## src/rtl/wbm_seq_pkg.sv

```systemverilog
// Shared encodings for the Wishbone pattern sequencer: command opcodes,
// FSM states and parameter defaults.
package wbm_seq_pkg;

    localparam int TIMEOUT_CYC_DEF = 255;
    localparam int ADDR_STEP_DEF   = 4;

    typedef enum logic [1:0] {
        OP_FILL  = 2'd0,   // write seed + i to every beat
        OP_READ  = 2'd1,   // read every beat onto the rd_* stream
        OP_CHECK = 2'd2,   // write the pattern, then read back and compare
        OP_RSVD  = 2'd3    // behaves exactly like OP_READ
    } op_e;

    typedef enum logic [2:0] {
        S_IDLE,
        S_WR,
        S_WGAP,
        S_RD,
        S_RGAP,
        S_FIN
    } state_e;

    // Only fill and check commands start with a write pass.
    function automatic logic op_writes(input logic [1:0] op);
        return (op == OP_FILL) || (op == OP_CHECK);
    endfunction

endpackage

```

## src/rtl/wbm_seq_timeout.sv

```systemverilog
// Per-beat watchdog. start_i is high while a beat strobes, and the count
// clears whenever it is low, so every new strobe starts again from zero.
// expired_o flags the last strobe cycle allowed without an ack.
module wbm_seq_timeout
    import wbm_seq_pkg::*;
#(
    parameter int TIMEOUT_CYC = TIMEOUT_CYC_DEF
) (
    input  logic clk_i,
    input  logic rst_n_i,
    input  logic start_i,
    input  logic ack_i,
    output logic expired_o
);

    localparam int CW = $clog2(TIMEOUT_CYC + 1);
    localparam logic [CW-1:0] LAST = CW'(TIMEOUT_CYC - 1);

    logic [CW-1:0] cnt_q, cnt_d;

    // Count strobe cycles without an ack and hold at the limit.
    always_comb begin
        cnt_d = cnt_q;
        if (!start_i) begin
            cnt_d = '0;
        end else if (!ack_i && (cnt_q != LAST)) begin
            cnt_d = cnt_q + 1'b1;
        end
    end

    // Counter register.
    always_ff @(posedge clk_i or negedge rst_n_i) begin
        if (!rst_n_i) begin
            cnt_q <= '0;
        end else begin
            cnt_q <= cnt_d;
        end
    end

    // An ack in the final allowed cycle still completes the beat.
    assign expired_o = start_i && !ack_i && (cnt_q == LAST);

endmodule

```

## src/rtl/wbm_seq.sv

```systemverilog
// Wishbone master that runs one pattern command at a time: fill a range
// with seed + i, read a range out, or fill and read back, counting
// mismatches. Each beat is followed by a one-cycle strobe gap.
module wbm_seq
    import wbm_seq_pkg::*;
#(
    parameter int TIMEOUT_CYC = TIMEOUT_CYC_DEF,
    parameter int ADDR_STEP   = ADDR_STEP_DEF
) (
    input  logic        wb_clk_i,
    input  logic        wb_rst_n_i,
    input  logic        cmd_valid,
    output logic        cmd_ready,
    input  logic [1:0]  cmd_op,
    input  logic [31:0] cmd_addr,
    input  logic [7:0]  cmd_len,
    input  logic [31:0] cmd_seed,
    output logic        wbm_cyc_o,
    output logic        wbm_stb_o,
    output logic        wbm_we_o,
    output logic [3:0]  wbm_sel_o,
    output logic [31:0] wbm_adr_o,
    output logic [31:0] wbm_dat_o,
    input  logic        wbm_ack_i,
    input  logic [31:0] wbm_dat_i,
    output logic        rd_valid,
    output logic [31:0] rd_data,
    output logic        done,
    output logic [7:0]  err_cnt,
    output logic        timeout
);

    localparam logic [31:0] STEP = 32'(ADDR_STEP);

    state_e      state_q, state_d;
    logic [1:0]  op_q, op_d;
    logic [31:0] base_q, base_d;
    logic [7:0]  len_q, len_d;
    logic [31:0] seed_q, seed_d;
    logic [7:0]  beat_q, beat_d;
    logic [31:0] adr_q, adr_d;
    logic        rb_q, rb_d;        // write pass finished, now reading back
    logic        rd_valid_q, rd_valid_d;
    logic [31:0] rd_data_q, rd_data_d;
    logic [7:0]  err_q, err_d;
    logic        to_q, to_d;

    logic        expired;
    logic        last_beat;
    logic [31:0] pattern;

    assign last_beat = ((beat_q + 8'd1) == len_q);
    assign pattern   = seed_q + {24'd0, beat_q};

    wbm_seq_timeout #(.TIMEOUT_CYC(TIMEOUT_CYC)) u_timeout (
        .clk_i     (wb_clk_i),
        .rst_n_i   (wb_rst_n_i),
        .start_i   (wbm_stb_o),
        .ack_i     (wbm_ack_i),
        .expired_o (expired)
    );

    // Next-state logic: command capture, beat sequencing and status updates.
    always_comb begin
        state_d    = state_q;
        op_d       = op_q;
        base_d     = base_q;
        len_d      = len_q;
        seed_d     = seed_q;
        beat_d     = beat_q;
        adr_d      = adr_q;
        rb_d       = rb_q;
        rd_valid_d = 1'b0;
        rd_data_d  = rd_data_q;
        err_d      = err_q;
        to_d       = to_q;
        unique case (state_q)
            S_IDLE: begin
                if (cmd_valid) begin
                    op_d   = cmd_op;
                    base_d = cmd_addr;
                    len_d  = cmd_len;
                    seed_d = cmd_seed;
                    adr_d  = cmd_addr;
                    beat_d = 8'd0;
                    rb_d   = 1'b0;
                    err_d  = 8'd0;
                    to_d   = 1'b0;
                    if (cmd_len == 8'd0)         state_d = S_FIN;
                    else if (op_writes(cmd_op)) state_d = S_WR;
                    else                        state_d = S_RD;
                end
            end
            S_WR: begin
                if (wbm_ack_i) begin
                    state_d = S_WGAP;
                    if (!last_beat) begin
                        beat_d = beat_q + 8'd1;
                        adr_d  = adr_q + STEP;
                    end else if (op_q == OP_CHECK) begin
                        // Readback restarts at the first address and beat.
                        rb_d   = 1'b1;
                        beat_d = 8'd0;
                        adr_d  = base_q;
                    end else begin
                        state_d = S_FIN;
                    end
                end else if (expired) begin
                    to_d    = 1'b1;
                    state_d = S_FIN;
                end
            end
            S_WGAP: state_d = rb_q ? S_RD : S_WR;
            S_RD: begin
                if (wbm_ack_i) begin
                    rd_valid_d = 1'b1;
                    rd_data_d  = wbm_dat_i;
                    if ((op_q == OP_CHECK) && (wbm_dat_i != pattern) && (err_q != 8'hFF)) begin
                        err_d = err_q + 8'd1;
                    end
                    if (last_beat) begin
                        state_d = S_FIN;
                    end else begin
                        beat_d  = beat_q + 8'd1;
                        adr_d   = adr_q + STEP;
                        state_d = S_RGAP;
                    end
                end else if (expired) begin
                    to_d    = 1'b1;
                    state_d = S_FIN;
                end
            end
            S_RGAP: state_d = S_RD;
            S_FIN:  state_d = S_IDLE;
            default: state_d = S_IDLE;
        endcase
    end

    // State and datapath registers; reset abandons any command in flight.
    always_ff @(posedge wb_clk_i or negedge wb_rst_n_i) begin
        if (!wb_rst_n_i) begin
            state_q    <= S_IDLE;
            op_q       <= 2'd0;
            base_q     <= 32'd0;
            len_q      <= 8'd0;
            seed_q     <= 32'd0;
            beat_q     <= 8'd0;
            adr_q      <= 32'd0;
            rb_q       <= 1'b0;
            rd_valid_q <= 1'b0;
            rd_data_q  <= 32'd0;
            err_q      <= 8'd0;
            to_q       <= 1'b0;
        end else begin
            state_q    <= state_d;
            op_q       <= op_d;
            base_q     <= base_d;
            len_q      <= len_d;
            seed_q     <= seed_d;
            beat_q     <= beat_d;
            adr_q      <= adr_d;
            rb_q       <= rb_d;
            rd_valid_q <= rd_valid_d;
            rd_data_q  <= rd_data_d;
            err_q      <= err_d;
            to_q       <= to_d;
        end
    end

    // Bus controls decode straight from the state so reset clears them at once.
    assign cmd_ready = (state_q == S_IDLE);
    assign wbm_cyc_o = (state_q == S_WR) || (state_q == S_WGAP) ||
                       (state_q == S_RD) || (state_q == S_RGAP);
    assign wbm_stb_o = (state_q == S_WR) || (state_q == S_RD);
    assign wbm_we_o  = (state_q == S_WR) || (state_q == S_WGAP);
    assign wbm_sel_o = wbm_cyc_o ? 4'hF : 4'h0;
    assign wbm_adr_o = adr_q;
    assign wbm_dat_o = pattern;
    assign rd_valid  = rd_valid_q;
    assign rd_data   = rd_data_q;
    assign done      = (state_q == S_FIN);
    assign err_cnt   = err_q;
    assign timeout   = to_q;

endmodule

```

## config.mk

```make
export PLATFORM = sky130hd
export DESIGN_NAME = wbm_seq
export DESIGN_NICKNAME = d
export VERILOG_FILES = /design/src/rtl/wbm_seq_pkg.sv /design/src/rtl/wbm_seq_timeout.sv /design/src/rtl/wbm_seq.sv
export SDC_FILE = /design/constraint.sdc
export NUM_CORES = 1
export LEC_CHECK = 0
export BUFFER_PORTS_ARGS = -buffer_cell sky130_fd_sc_hd__clkbuf_2
export CELL_PAD_IN_SITES_DETAIL_PLACEMENT = 1
export CELL_PAD_IN_SITES_GLOBAL_PLACEMENT = 1
export CORE_MARGIN = 1.5
export CORE_UTILIZATION = 41
export DETAILED_ROUTE_END_ITERATION = 12
export GPL_TIMING_DRIVEN = 0
export PLACE_DENSITY_LB_ADDON = 0.3
export SYNTH_ARGS = -nofsm -noshare
export SYNTH_HDL_FRONTEND = slang
export SYNTH_SLANG_ARGS = --single-unit
```

## constraint.sdc

```tcl
create_clock -name wb_clk_i -period 4.2 [get_ports wb_clk_i]
set_clock_uncertainty 0.2 [all_clocks]
set_input_delay 0.84 -clock wb_clk_i [delete_from_list [all_inputs] [get_ports wb_clk_i]]
set_output_delay 0.84 -clock wb_clk_i [all_outputs]
set_load 0.02 [all_outputs]
```

==> flow_summary.toml, run 1 <==
[final_layout]
final_util_pct = 51.11
final_layout_size_suffix_gt1_share_pct = 23.74
ff_latch_area_um2 = 4207
finalInstanceArea_um2 = 12390
fillCellCount = 2993
area_delta_synth_final_pct = 22.42
final_nets = 1543
multiInputGateArea_um2 = 5573

[worst_setup_path]
slowest_delay_ns = 0.50
r2r-start = "beat_q[0]"
cp_max_fo = 7
path_cells = "ha_1 > buf_2 > nand3_1 > a21oi_2 > o21ai_4 > a211oi_2 > xor2_1 > clkbuf_2"
cp-start-kind = "flip-flop"
worstSetupEndpointType = "output pin"
critPathBufInv = 2
crit_required_ns = 3.16
cp_data_arrival_time_ns = 3.06
reg2reg_to = "err_cnt[5]"
critical_path_class = "flip-flop to output pin"
crit_cells = 8
cpLargestDelayFamily = "compound AO/OA/AOI/OAI gates"
cpMaxStageDelayCell = "dfrtp_1"
r2r_slack_ns = 0.13
worstRegToRegCells = 12

[hold_path]
hp-class = "input port to async pin"

[logic_synthesis]
muxShareOfSynthArea_pct = 3.819
synth-edff-count = 0
netlist_instances = 1171
ys_async_sr_fraction_pct = 100.0
ys_seq_area_share_pct = 41.52
ys_dominant_reg_cell = "dfrtp_1"
synth_seq_cells = 168
syn_area_per_cell_um2 = 8.646
netlist_area_um2 = 10120
synth_warnings = 0
synth_top_family_by_area = "simple AND/OR/NAND/NOR gates"
synth_xor_xnor_area_share_pct = 9.355
synth-compound-area-share_pct = 15.16
yosys.area_share.simple_pct = 24.22
synth_cell_types = 76
synthAdderAreaFrac_pct = 1.804
syn-num-nets = 1295

[timing]
hold_ws_ns = 0.2139
post-route-min-period_ns = 4.096
fin_crit_sh_pct = 97.53
fmax_mhz = 244.1
slew_headroom_pct = 47.23
worstMarginPinSlew_ns = 0.7863
finalMaxSlewViolations = 0
finalHoldViolCount = 0
rsz0062_at_grt = "yes"
finalSetupTns_ns = 0
setup-violations-final = 0

[clock_network]
clk_pin_slew_ns = 0.07
holdBufCountCts = 0
clock_latency_ns = 0.45
cts_tree = "done"
cts_buffers = 17
cts_buffer_depth = 2
cts-root-buf = "clkbuf_16"
clock_sink_count = 168
cts_max_level = 4

[run]
maxCapViolCount = 0

[drt]
finalWirelength_um = 36010
vias_per_cell = 5.671
drt_first_pass_iters = 5
drtIter0Drc = 720
drc_errors = 0
wl_per_cell_um = 20.48
drtAntennaViolNets = 0
vias = 9969

[power]
p_switching_mw = 4.344
vdd_drop_max_uv = 291.9
power_density_nw_per_um2 = 737.6
internal-power_mw = 4.798
pwr-share-seq_pct = 31.9
p_leak_nw = 5.872
total_power_mw = 9.142
pwr-share-comb_pct = 50.1
sw_frac_of_total_pct = 47.51
pwr-share-clk_pct = 17.9

[grt]
grt_pass1_vias = 10040
antenna_found_initial = 2
grt_use_total_pct = 28.47
grt_pass1_wl_um = 56700
grt_max_degree = 88
overflow = 0

[placement]
place_congestion = 0.9200
port_buffers = 224
dpl.hpwl_um = 27640
place_area_um2 = 11690

[floorplan]
num_io_pins = 225
start_util_pct = 41.75
dieArea_um2 = 25650
fp.dieH_um = 160.1
rows = 57
die_w_um = 160.1
core_um2 = 24250

[status]
outcome = "finished, final reports clean"
==> power by group through the flow <==
stage | logic (mW) | clock network, mW | registers [mW]
floorplan | 2.66 | 0 | 3.15
global placement | 4.37 | 0 | 2.90
detailed placement | 4.51 | 0 | 2.94
CTS | 4.55 | 1.67 | 2.91
global route | 5.01 | 1.73 | 3.01
finish | 4.58 | 1.64 | 2.92
==> what timing repair did <==
action,4_1_cts,5_1_grt
buffers inserted,1,3
resized for setup,7,7
pin swaps,1,5
endpoints found under the setup margin,11,11
==> worst reg2reg max path: cells and delay by family (launching register included) <==
family	cells	cell delay [ns]
AOI/OAI and AO/OA	4	0.83
adders and majority gates	2	0.68
buffers and inverters	1	0.16
DFF	1	0.45
xor gates and xnor gates	1	0.20
and+or+nand+nor	4	1.43
==> final cells by class <==
cell class,count,share of cell area [%]
tap,324,3.271
inverter,21,0.6360
clock inverter,15,1.413
sequential,168,33.94
multi-input combinational,908,44.96
clock buffer,17,3.432
buffer,74,2.726
timing repair buffer,229,9.580
antenna,2,0.04038
==> cell usage in the layout (no fill, tap or decap), types with 17 or more instances in the layout <==
cell type,instances
a211oi_1,33
a21oi_1,54
and3_1,24
buf_4,17
clkbuf_1,44
clkbuf_16,17
clkbuf_2,224
dfrtp_1,166
inv_1,21
mux2_2,29
nand2_1,304
nand3_1,33
nand4_1,23
nor2_1,69
o21ai_0,51
xnor2_1,50
xor2_1,39
==> through the flow <==
stage / setup WS (ns) / cells
3_3_place_gp: -1.144 / 1719
3_5_place_dp: -0.5494 / 1720
6_report: 0.1037 / 1758
2_1_floorplan: 0.4985 / 1171
5_1_grt: -0.02894 / 1758
4_1_cts: 0.01108 / 1753
==> registers in the layout, indices dropped and copies added, names as in the netlist <==
name / count
timeout: 1
beat_q: 8
op_q: 2
rd_valid: 1
rd_data: 32
len_q: 8
rb_q: 1
err_cnt: 8
u_timeout.cnt_q: 8
state_q: 3
seed_q: 32
wbm_adr_o: 32
base_q: 32
==> layer usage <==
metal	global-route usage (%)	share of wire (%)	wire length, um
met3	4.571	5.5	1976
met4	10.96	3.1	1130
met2	43.62	45	16260
met5	0	0	0
met1	40.39	46	16640
==> worst max path at each step <==
stage | start | end | slack (ns)
2_1_floorplan | beat_q[0] | err_cnt[5] | 0.50
3_3_place_gp | wb_rst_n_i | base_q[19] | -1.14
3_5_place_dp | beat_q[2] | err_cnt[3] | -0.55
4_1_cts | beat_q[0] | err_cnt[3] | 0.01
5_1_grt | beat_q[2] | err_cnt[2] | -0.03
6_report | beat_q[2] | wbm_dat_o[27] | 0.10
==> cells by family after synthesis <==
kind of cell,count (synthesis)
adders and majority gates,14
AOI/OAI and AO/OA,226
and+or+nand+nor,536
DFF,168
muxes,35
xor gates and xnor gates,97
buffers and inverters,95
==> cell usage after synthesis (5+ instances only) <==
cell type    n  area share, %
nand2_1    304             11
dfrtp_1    168             42
nor2_1      70            2.6
a21oi_1     55            2.7
o21ai_0     51            2.5
xnor2_1     51            4.4
clkbuf_1    44            1.6
xor2_1      39            3.4
a211oi_1    34            2.5
nand3_1     33            1.6
mux2_2      29            3.2
and3_1      24            1.5
nand4_1     23            1.4
inv_1       21           0.78
buf_4       13           0.96
ha_1        13            1.6
nor3_1      11           0.54
and4_1      10           0.87
nand2b_1     9           0.56
nor4_1       9           0.56
o2111ai_1    9           0.78
buf_1        8           0.30
buf_2        8           0.40
or3_1        7           0.43
and2_1       6           0.37
mux2i_1      6           0.59
nand3b_1     6           0.44
o211ai_1     6           0.44
o22ai_1      6           0.37
o31ai_1      6           0.44
xnor3_1      6            1.3
a21o_1       5           0.37
a31oi_1      5           0.31
o32ai_1      5           0.43
No activity file was read; power rests on OpenSTA's default activity.
==> run 2, diff against run 1 <==
--- a/config.mk
+++ b/config.mk
@@ -12,7 +12,7 @@
 export CORE_UTILIZATION = 41
 export DETAILED_ROUTE_END_ITERATION = 12
 export GPL_TIMING_DRIVEN = 0
-export PLACE_DENSITY_LB_ADDON = 0.3
+export PLACE_DENSITY = 0.86
 export SYNTH_ARGS = -nofsm -noshare
 export SYNTH_HDL_FRONTEND = slang
 export SYNTH_SLANG_ARGS = --single-unit
==> flow_summary.toml, run 2 (synthesis results as in run 1) <==
[status]
outcome = "finished, final reports clean"

[drt]
drt_first_pass_iters = 5
drtAntennaViolNets = 0
wl_per_cell_um = 21.40
vias = 10140
drc_errors = 0
finalWirelength_um = 37540
drtIter0Drc = 627
vias_per_cell = 5.782

[timing]
fin_crit_sh_pct = 97.88
setup-violations-final = 0
finalMaxSlewViolations = 0
worstMarginPinSlew_ns = 0.7978
slew_headroom_pct = 46.46
setup_ws_ns = 0.08895
fmax_mhz = 243.2
post-route-min-period_ns = 4.111
finalSetupTns_ns = 0
finalHoldViolCount = 0

[worst_setup_path]
cp_max_fo = 7
worstSetupEndpointType = "flip-flop"
cp_data_arrival_time_ns = 4.22
worstRegToRegCells = 11
critical_path_class = "flip-flop to flip-flop"
crit_required_ns = 4.31
cp-start-kind = "flip-flop"

[grt]
use_met3_pct = 4.104
grt_pass1_vias = 10670
overflow = 0
antenna_found_initial = 0
grt_use_total_pct = 29.63
grt.met1_usage_pct = 37.50
grt.busiest_layer = "met2"
grt_pass1_wl_um = 59190
grt_max_degree = 110
grtUsageMet2_pct = 49.55

[power]
total_power_mw = 9.303
vdd_drop_max_uv = 364.1
power_density_nw_per_um2 = 750.0
p_leak_nw = 5.862

[final_layout]
final_nets = 1541
layout_commonest_cell = "nand2_1"
area_delta_synth_final_pct = 22.52
antenna_cells = 0
mostFrequentLayoutCells = "nand2_1, clkbuf_2, dfrtp_1"
final_layout_size_suffix_gt1_share_pct = 23.99

[clock_network]
clock_latency_ns = 0.44
cts_max_level = 4
cts_tree = "done"
cts-root-buf = "clkbuf_16"
holdBufCountCts = 0
clock_sink_count = 168
clk_pin_slew_ns = 0.07
cts_buffer_depth = 2
cts_buffers = 17

[placement]
pre_cts_ws_ns = -0.4336
port_buffers = 224
place_congestion = 0.9611
dpl.hpwl_um = 28010

[floorplan]
rows = 57
start_util_pct = 41.75
die_w_um = 160.1
num_io_pins = 225
fp.dieH_um = 160.1
core_um2 = 24250
dieArea_um2 = 25650

[hold_path]
hp-class = "input port to async pin"

[run]
maxCapViolCount = 0
## run 2: cell count changes in the layout (fill, tap and decap cells not counted), sizes merged
cell	previous run	this run
bufinv	1	3
clkinv	5	4
inv	29	27
clkinvlp	1	2
diode	2	0
buf	34	32
## run 2: power breakdown
group	switching, mW	internal [mW]	total, mW
registers	0.653	2.31	2.96
logic	3.00	1.64	4.64
clock network	0.754	0.950	1.70
total	4.41	4.90	9.30
## run 2: metrics by stage
| stage | hold slack [ns] | util (%) | cell area, um2 | cells |
|---|---|---|---|---|
| detailed placement | 0.2627 | 48.20 | 11690 | 1720 |
| finish | 0.1797 | 51.16 | 12400 | 1754 |
| CTS | 0.1973 | 50.94 | 12350 | 1753 |
| global route | 0.2122 | 51.16 | 12400 | 1754 |
| floorplan | 0.2369 | - | 10120 | 1171 |
| global placement | 0.2562 | 48.05 | 11650 | 1719 |
## run 2: layout make-up
class                           instances  area, um2
Fill cell                            2986      11840
Multi-Input combinational cell        908       5590
Sequential cell                       168       4207
Timing Repair Buffer                  227       1172
Clock buffer                           17      425.4
Tap cell                              324      405.4
Buffer                                 74      337.8
Clock inverter                         15      187.7
Inverter                               21      78.83
## run 2: timing repair
| action | CTS | global route |
|---|---|---|
| setup endpoints to repair | 13 | 13 |
| gates cloned | 0 | 0 |
| buffers inserted | 1 | 1 |
| gates resized for setup | 8 | 11 |
| pin swaps | 1 | 5 |
## run 2: per-layer routing
metal / up-vias / share of wire, %
li1: 4592 / -
met1: 5025 / 41
met2: 423 / 48
met3: 102 / 5.8
met4: 0 / 4.6
met5: - / 0
## run 2: final timing paths
check                      startpoint          to  slack, ns
max                         beat_q[0]  err_cnt[7]       0.09
max reg2reg                 beat_q[0]  err_cnt[7]       0.09
min reg2reg                base_q[19]  base_q[19]       0.28
min in group wb_clk_i      base_q[19]  base_q[19]       0.28
min                        wb_rst_n_i  rd_data[9]       0.18
max in group asynchronous  wb_rst_n_i   beat_q[0]       2.68
## run 2: critical path, stage by stage (launching register included)
cell	delay [ns]
dfrtp_2	0.49
ha_1	0.26
fa_1	0.45
a21oi_1	0.23
nor3_1	0.08
or4b_2	0.75
xnor2_2	0.24
o311ai_0	0.18
nor4_1	0.27
and4_2	0.37
a2111oi_0	0.13
a311o_1	0.33
==> run 3, diff against run 2 <==
--- a/config.mk
+++ b/config.mk
@@ -13,6 +13,7 @@
 export DETAILED_ROUTE_END_ITERATION = 12
 export GPL_TIMING_DRIVEN = 0
 export PLACE_DENSITY = 0.86
+export SETUP_SLACK_MARGIN = 0.2
 export SYNTH_ARGS = -nofsm -noshare
 export SYNTH_HDL_FRONTEND = slang
 export SYNTH_SLANG_ARGS = --single-unit
==> flow_summary.toml, run 3 (synthesis results as in run 1) <==
[status]
outcome = "finished, final reports clean"

[worst_setup_path]
worstSetupEndpointType = "flip-flop"
worstRegToRegCells = 11
reg2reg_to = "err_cnt[7]"
critical_path_class = "flip-flop to flip-flop"
r2r-start = "beat_q[2]"
cp_data_arrival_time_ns = 4.13
cp-start-kind = "flip-flop"
cp_max_fo = 7
r2r_slack_ns = 0.24
crit_required_ns = 4.37

[clock_network]
cts_buffer_depth = 2
clock_latency_ns = 0.44
cts_buffers = 17
clk_pin_slew_ns = 0.07
cts_max_level = 4
cts_tree = "done"
holdBufCountCts = 0
clock_sink_count = 168
cts-root-buf = "clkbuf_16"

[timing]
finalHoldViolCount = 0
slew_headroom_pct = 42.65
finalMaxSlewViolations = 0
setup_ws_ns = 0.2409
rsz0062_at_grt = "yes"
post-route-min-period_ns = 3.959
worstMarginPinSlew_ns = 0.8545
setup-violations-final = 0
fin_crit_sh_pct = 94.26
fmax_mhz = 252.6

[floorplan]
start_util_pct = 41.75
dieArea_um2 = 25650
core_um2 = 24250
num_io_pins = 225
die_w_um = 160.1
fp.dieH_um = 160.1
rows = 57

[final_layout]
final_nets = 1560
mostFrequentLayoutCells = "nand2_1, clkbuf_2, dfrtp_1"
antenna_cells = 0
area_delta_synth_final_pct = 25.40
layout_commonest_cell = "nand2_1"
final_layout_size_suffix_gt1_share_pct = 26.78

[power]
p_switching_mw = 4.480
power_density_nw_per_um2 = 742.1
internal-power_mw = 4.942
pwr-share-comb_pct = 50.6
pwr-share-seq_pct = 31.3
total_power_mw = 9.422
vdd_drop_max_uv = 363.9
p_leak_nw = 5.987
pwr-share-clk_pct = 18.1
sw_frac_of_total_pct = 47.55

[grt]
overflow = 0
grt_use_total_pct = 29.89
grt_pass1_vias = 10750
antenna_found_initial = 0
grt_pass1_wl_um = 59580
grt_max_degree = 110

[drt]
wl_per_cell_um = 21.89
finalWirelength_um = 38800
drt_first_pass_iters = 5
drc_errors = 0
drtIter0Drc = 670
drtAntennaViolNets = 0
vias_per_cell = 5.807
vias = 10300

[placement]
dpl.hpwl_um = 28010
place_congestion = 0.9611
port_buffers = 224
pre_cts_ws_ns = -0.4336

[hold_path]
hp-class = "input port to async pin"

[run]
maxCapViolCount = 0
run 3: timing repair:
| item | in CTS | in global routing |
|---|---|---|
| pin swaps | 8 | 14 |
| gates resized for setup | 19 | 39 |
| endpoints found under the hold margin | 0 | 0 |
| setup endpoints to repair | 15 | 15 |
| setup buffers | 8 | 13 |
run 3: area by class of cell:
type                    count  area (um2)
fillers                  2971       11550
multi-input cells         908        5718
flip-flops and latches    168        4212
repair buffers            246        1315
clock buffers              17       425.4
well taps                 324       405.4
plain buffers              74       354.1
clock inverters            15       187.7
inverters                  21       78.83
run 3: how the worst max path moves through the flow:
stage / from / to / cells after the start
2_1_floorplan: beat_q[0] / err_cnt[5] / 11
3_3_place_gp: wb_rst_n_i / wbm_adr_o[16] / 1
3_5_place_dp: beat_q[2] / err_cnt[5] / 11
4_1_cts: beat_q[2] / wbm_dat_o[19] / 8
5_1_grt: seed_q[11] / err_cnt[0] / 10
6_report: beat_q[2] / err_cnt[7] / 11
run 3: routing by layer:
metal	vias to the layer above	share of wire, %	global-route usage [%]
met4	0	5.0	15.17
met1	5118	41	37.45
met2	439	49	50.34
met5	-	0	0
li1	4625	-	-
met3	114	5.8	4.312
run 3: stage by stage:
stage | area, um2 | TNS [ns] | instances | hold WS [ns] | utilization (%)
after floorplan | 10120 | 0 | 1171 | 0.2369 | -
after global placement | 11650 | -182.03 | 1719 | 0.2562 | 48.05
after detailed placement | 11690 | -3.017 | 1720 | 0.2627 | 48.20
after CTS | 12440 | 0 | 1760 | 0.1973 | 51.30
after global routing | 12700 | 0 | 1773 | 0.2157 | 52.36
final | 12700 | 0 | 1773 | 0.1709 | 52.36
run 3: power by group through the flow:
stage	clock network, mW	registers [mW]	logic, mW
2_1_floorplan	0	3.15	2.66
3_3_place_gp	0	2.91	4.35
3_5_place_dp	0	2.95	4.53
4_1_cts	1.71	2.94	4.63
5_1_grt	1.77	3.03	5.16
6_report	1.70	2.95	4.77
run 3: critical path: stages (launching register included):
cell and delay (ns):
dfrtp_2 0.44, ha_1 0.29, clkbuf_4 0.20, nand3_4 0.11, a21o_1 0.28, a211oi_1 0.52, xnor2_1 0.18, o2bb2ai_1 0.09
or4_4 0.52, or4_4 0.61, o21ai_4 0.23, a311o_1 0.23
